`src/rtl/debounce_pkg.sv`:
```
// Shared definitions for the debounce/synchroniser input-conditioning stage.
package debounce_pkg;

  localparam int DEBOUNCE_CYCLES_DEFAULT = 50000;

  typedef enum logic [1:0] {
    STABLE_LOW  = 2'b00,
    WAIT_HIGH   = 2'b01,
    STABLE_HIGH = 2'b11,
    WAIT_LOW    = 2'b10
  } dbnc_state_e;

endpackage

```
`src/rtl/debounce_sync_sync_chain.sv`:
```
// Multi-flop synchroniser for a single asynchronous level; resets to 0.
module sync_chain #(
  parameter int SYNC_STAGES = 2
) (
  input  logic clk,
  input  logic reset,
  input  logic din,
  output logic dout
);

  logic [SYNC_STAGES-1:0] sync_q;
  logic [SYNC_STAGES-1:0] sync_d;

  always_comb begin
    sync_d = {sync_q[SYNC_STAGES-2:0], din};
  end

  always_ff @(posedge clk or posedge reset) begin
    if (reset) sync_q <= '0;
    else       sync_q <= sync_d;
  end

  assign dout = sync_q[SYNC_STAGES-1];

endmodule

```
`src/rtl/debounce_sync.sv`:
```
// Synchronise and debounce a raw asynchronous level; emits a clean level plus
// registered one-cycle rise/fall pulses.
module debounce_sync
  import debounce_pkg::*;
#(
  parameter int SYNC_STAGES     = 2,
  parameter int DEBOUNCE_CYCLES = DEBOUNCE_CYCLES_DEFAULT,
  parameter int CNT_WIDTH       = 16
) (
  input  logic clk,
  input  logic reset,
  input  logic din,
  output logic dout,
  output logic rise,
  output logic fall,
  output logic busy
);

  localparam logic [CNT_WIDTH-1:0] CNT_LAST = CNT_WIDTH'(DEBOUNCE_CYCLES - 1);
  localparam logic [CNT_WIDTH-1:0] CNT_ONE  = CNT_WIDTH'(1);

  logic s;

  sync_chain #(.SYNC_STAGES(SYNC_STAGES)) u_sync (
    .clk  (clk),
    .reset(reset),
    .din  (din),
    .dout (s)
  );

  dbnc_state_e          state_q, state_d;
  logic [CNT_WIDTH-1:0] cnt_q, cnt_d;
  logic                 dout_q, dout_d;
  logic                 rise_q, rise_d;
  logic                 fall_q, fall_d;

  always_comb begin
    state_d = state_q;
    cnt_d   = cnt_q;
    dout_d  = dout_q;
    rise_d  = 1'b0;
    fall_d  = 1'b0;
    case (state_q)
      STABLE_LOW: begin
        dout_d = 1'b0;
        if (s) begin
          state_d = WAIT_HIGH;
          cnt_d   = CNT_ONE;
        end else begin
          cnt_d   = '0;
        end
      end
      WAIT_HIGH: begin
        dout_d = 1'b0;
        if (!s) begin
          // Candidate did not hold: discard silently.
          state_d = STABLE_LOW;
          cnt_d   = '0;
        end else if (cnt_q == CNT_LAST) begin
          state_d = STABLE_HIGH;
          dout_d  = 1'b1;
          rise_d  = 1'b1;
          cnt_d   = '0;
        end else begin
          cnt_d   = cnt_q + CNT_ONE;
        end
      end
      STABLE_HIGH: begin
        dout_d = 1'b1;
        if (!s) begin
          state_d = WAIT_LOW;
          cnt_d   = CNT_ONE;
        end else begin
          cnt_d   = '0;
        end
      end
      WAIT_LOW: begin
        dout_d = 1'b1;
        if (s) begin
          state_d = STABLE_HIGH;
          cnt_d   = '0;
        end else if (cnt_q == CNT_LAST) begin
          state_d = STABLE_LOW;
          dout_d  = 1'b0;
          fall_d  = 1'b1;
          cnt_d   = '0;
        end else begin
          cnt_d   = cnt_q + CNT_ONE;
        end
      end
      default: begin
        state_d = STABLE_LOW;
        cnt_d   = '0;
        dout_d  = 1'b0;
      end
    endcase
  end

  always_ff @(posedge clk or posedge reset) begin
    if (reset) begin
      state_q <= STABLE_LOW;
      cnt_q   <= '0;
      dout_q  <= 1'b0;
      rise_q  <= 1'b0;
      fall_q  <= 1'b0;
    end else begin
      state_q <= state_d;
      cnt_q   <= cnt_d;
      dout_q  <= dout_d;
      rise_q  <= rise_d;
      fall_q  <= fall_d;
    end
  end

  assign dout = dout_q;
  assign rise = rise_q;
  assign fall = fall_q;
  assign busy = (state_q == WAIT_HIGH) || (state_q == WAIT_LOW);

endmodule

```
`config.mk`:
```
export PLATFORM = sky130hd
export DESIGN_NAME = debounce_sync
export DESIGN_NICKNAME = d
export VERILOG_FILES = /design/src/rtl/debounce_pkg.sv /design/src/rtl/debounce_sync_sync_chain.sv /design/src/rtl/debounce_sync.sv
export SDC_FILE = /design/constraint.sdc
export NUM_CORES = 1
export LEC_CHECK = 0
export CAP_MARGIN = 20
export CELL_PAD_IN_SITES_DETAIL_PLACEMENT = 1
export CELL_PAD_IN_SITES_GLOBAL_PLACEMENT = 2
export CORE_ASPECT_RATIO = 2
export CORE_MARGIN = 4
export CORE_UTILIZATION = 41
export DETAILED_ROUTE_END_ITERATION = 7
export GPL_TIMING_DRIVEN = 1
export HOLD_SLACK_MARGIN = 0.03
export PLACE_DENSITY = 0.82
export SYNTH_ARGS = -nofsm -noshare
export SYNTH_HDL_FRONTEND = slang
export SYNTH_SLANG_ARGS = --single-unit
```
`constraint.sdc`:
```
create_clock -name clk -period 3.15 [get_ports clk]
set_clock_uncertainty 0.2 [all_clocks]
set_input_delay 0.63 -clock clk [delete_from_list [all_inputs] [get_ports clk]]
set_output_delay 0.63 -clock clk [all_outputs]
set_load 0.005 [all_outputs]
```
==> run summary <==
Register share of total power = 42.2%
Async SR Flop Fraction = 100%
Worst slew margin = 41.4%
Final Hold Fails = 0
Post-synthesis sequential area ratio = 43.3%
Worst path slowest cell = clkdlybuf4s50_1
Leak Pwr = 0.573 nW
Maximum buffer depth of the clock tree = 2
Internal = 0.540 mW
Antenna violations before repair = 0
# nets final = 144
Yosys warns = 0
Post-synth top area cell = dfrtp_1
Post-route setup TNS = 0 ns
Router iterations before antenna repair = 4
Yosys reg bits = 23
Max-slew violation count = 0
Die height = 88.5 um
Worst setup EP type = output pin
Worst-path fanout max = 4
CTS tree = built
Post-detail-place hpwl = 2.31 mm
Avg Cell Area, Syn = 10.6 um2
Distinct cells, synth = 34
Crit path time final = 2.43 ns
CP peak stage delay = 0.51 ns
Drt total wl = 2.96 mm
# hold bufs at CTS = 0
Post-Place Worst Slack = 0.809 ns
Placed cells = 161
Share of layout cells above drive strength 1 = 14.2%
Largest net degree at the start of global routing = 24
Drt drc = 0
N_diodes = 0
Finished Layout Cells = 165
Worst Setup Start Kind = flip-flop
Final worst setup slack = 0.720 ns
Sink Count = 23
Setup Buffers After CTS = 0
Count leader, synth = dfrtp_1
Fillers = 357
Skew-Pair Late Insertion Delay = 0.26 ns
Setup CP Type = flip-flop to output pin
PwrDens = 598 mW/mm2
Synth top area cells = dfrtp_1, nor2_4, ha_1, xor2_1, nand4b_1
RSZ-0062 raised after global routing = false
Final setup fails = 0
Worst path cell trace = inv_1 -> ha_1 -> clkdlybuf4s50_1
Synthesis-to-finish area growth = 8.94%
Fmax = 411 MHz
EDFF count, synth = 0
Worst-path clk slew = 0.08 ns
GP Congestion = 0.800
Wire length per cell = 17.9 um
Mapped Area = 0.00133 mm2
Reg2reg setup slack = 0.78 ns
Footprint of the multi-input gates = 687 um2
Syn_nets = 135
Total track usage = 16.9%
Detailed-route via count = 986
DRT antenna net count = 0
Cts repair resizes = 0
Via/cell ratio = 5.98
Sw Ratio = 37.7%
Peak VDD IR = 409 uV
Die footprint = 0.00427 mm2
NetSw = 0.327 mW
CTS Buf Count = 3
Critical path arrival = 1.60 ns
Detailed router's first-iteration violation count = 27
Number of H-tree levels = 1
Clk pwr share = 21.3%
Sequential Area = 576 um2
CTS root buffer = clkbuf_8
Status = complete, no violations
Hold Path Class = flip-flop to flip-flop
Die width = 48.3 um
Hold Slack = 0.173 ns
Synth Instances = 126
First-pass GRT wire length = 5.21 mm
Grt ovf = 0
Final Cycle Share = 77.2%
Standard-cell row count = 29
Required time worst endpoint = 2.32 ns
Number of global-route vias before repair = 1111
Port Buf Inserts = 6
Measured slew at the worst slew-check pin = 0.878 ns
Max-cap viol count = 0
Post-synth top flop = dfrtp_1
Synth top area share = 43.3%
Starting Density = 42.1%
Logic pwr share = 36.5%
Ports = 7
Leading cell types by count after synthesis = dfrtp_1, nor2_4, inv_1, o21ai_0, xor2_1
Core region area = 0.00316 mm2
==> worst max-delay path: cells and delay by family, from the launching register on <==
family	cells	cell delay, ns
buf+inv	2	0.61
fa+ha+maj	1	0.31
flops	1	0.42
==> logic make-up after synthesis <==
| group | after synthesis | synth area share (%) |
|---|---|---|
| DFF | 23 | 43.3 |
| and+or+nand+nor | 56 | 30.3 |
| xor gates and xnor gates | 10 | 6.59 |
| muxes | 1 | 0.753 |
| buffers and inverters | 11 | 5.08 |
| AOI/OAI and AO/OA | 19 | 8.37 |
| adders and majority gates | 6 | 5.64 |
==> cell type report <==
type                            instances  area share (%)
Timing Repair Buffer                    8            5.18
Clock inverter                          1           0.345
Clock buffer                            3            2.85
Multi-Input combinational cell         92            47.4
Tap cell                               31            2.68
Sequential cell                        23            39.7
Inverter                                7            1.81
==> power groups by stage <==
stage                     sequential, mW  combinational (mW)  clock (mW)
after floorplan                    0.359               0.265           0
after global placement             0.371               0.316           0
after detailed placement           0.372               0.325           0
after CTS                          0.366               0.324       0.188
after global routing               0.372               0.366       0.199
final                              0.365               0.317       0.185
==> metrics by stage <==
step | cell area (um2) | power [mW] | util [%]
2_1_floorplan | 1330 | 0.623 | -
3_3_place_gp | 1400 | 0.686 | 44.4
3_5_place_dp | 1400 | 0.697 | 44.4
4_1_cts | 1450 | 0.878 | 45.9
5_1_grt | 1450 | 0.936 | 45.9
6_report | 1450 | 0.867 | 45.9
==> worst paths after layout <==
kind	startpoint	cells past startpoint	endpoint
worst max-delay path	state_q[1]	3	busy
worst min-delay path	u_sync.sync_q[0]	0	u_sync.sync_q[1]
worst max register to register	cnt_q[7]	6	cnt_q[7]
worst min register to register	u_sync.sync_q[0]	0	u_sync.sync_q[1]
max in group asynchronous	reset	2	cnt_q[11]
min in group asynchronous	reset	2	dout
==> cells in the final DEF, fill, tap and decap left out, types with 5 or more instances in the layout <==
cell type | netlist | final
dfrtp_1 | 23 | 23
nor2_4 | 9 | 9
inv_1 | 7 | 7
o21ai_0 | 7 | 7
xor2_1 | 7 | 7
nand3_1 | 6 | 6
a21oi_1 | 6 | 6
nor3_1 | 6 | 6
ha_1 | 6 | 6
clkdlybuf4s50_1 | 0 | 6
nand4_1 | 5 | 5
==> routing by layer <==
layer  routed length (um)  vias up  part of all wire (%)  global-route usage (%)
met1                 1050      506                    35                    18.0
met2                 1830        7                    62                    30.4
met3                   32        5                   1.1                    2.24
met4                   50        0                   1.7                    7.35
met5                    0        -                     0                       0
li1                     -      468                     -                       -
==> sequential cells by signal, summed over array words and instances (netlist names) <==
signal and count:
cnt_q 16, state_q 2, u_sync.sync_q 2, dout 1
fall 1, rise 1
No activity file was read; power rests on OpenSTA's default activity.
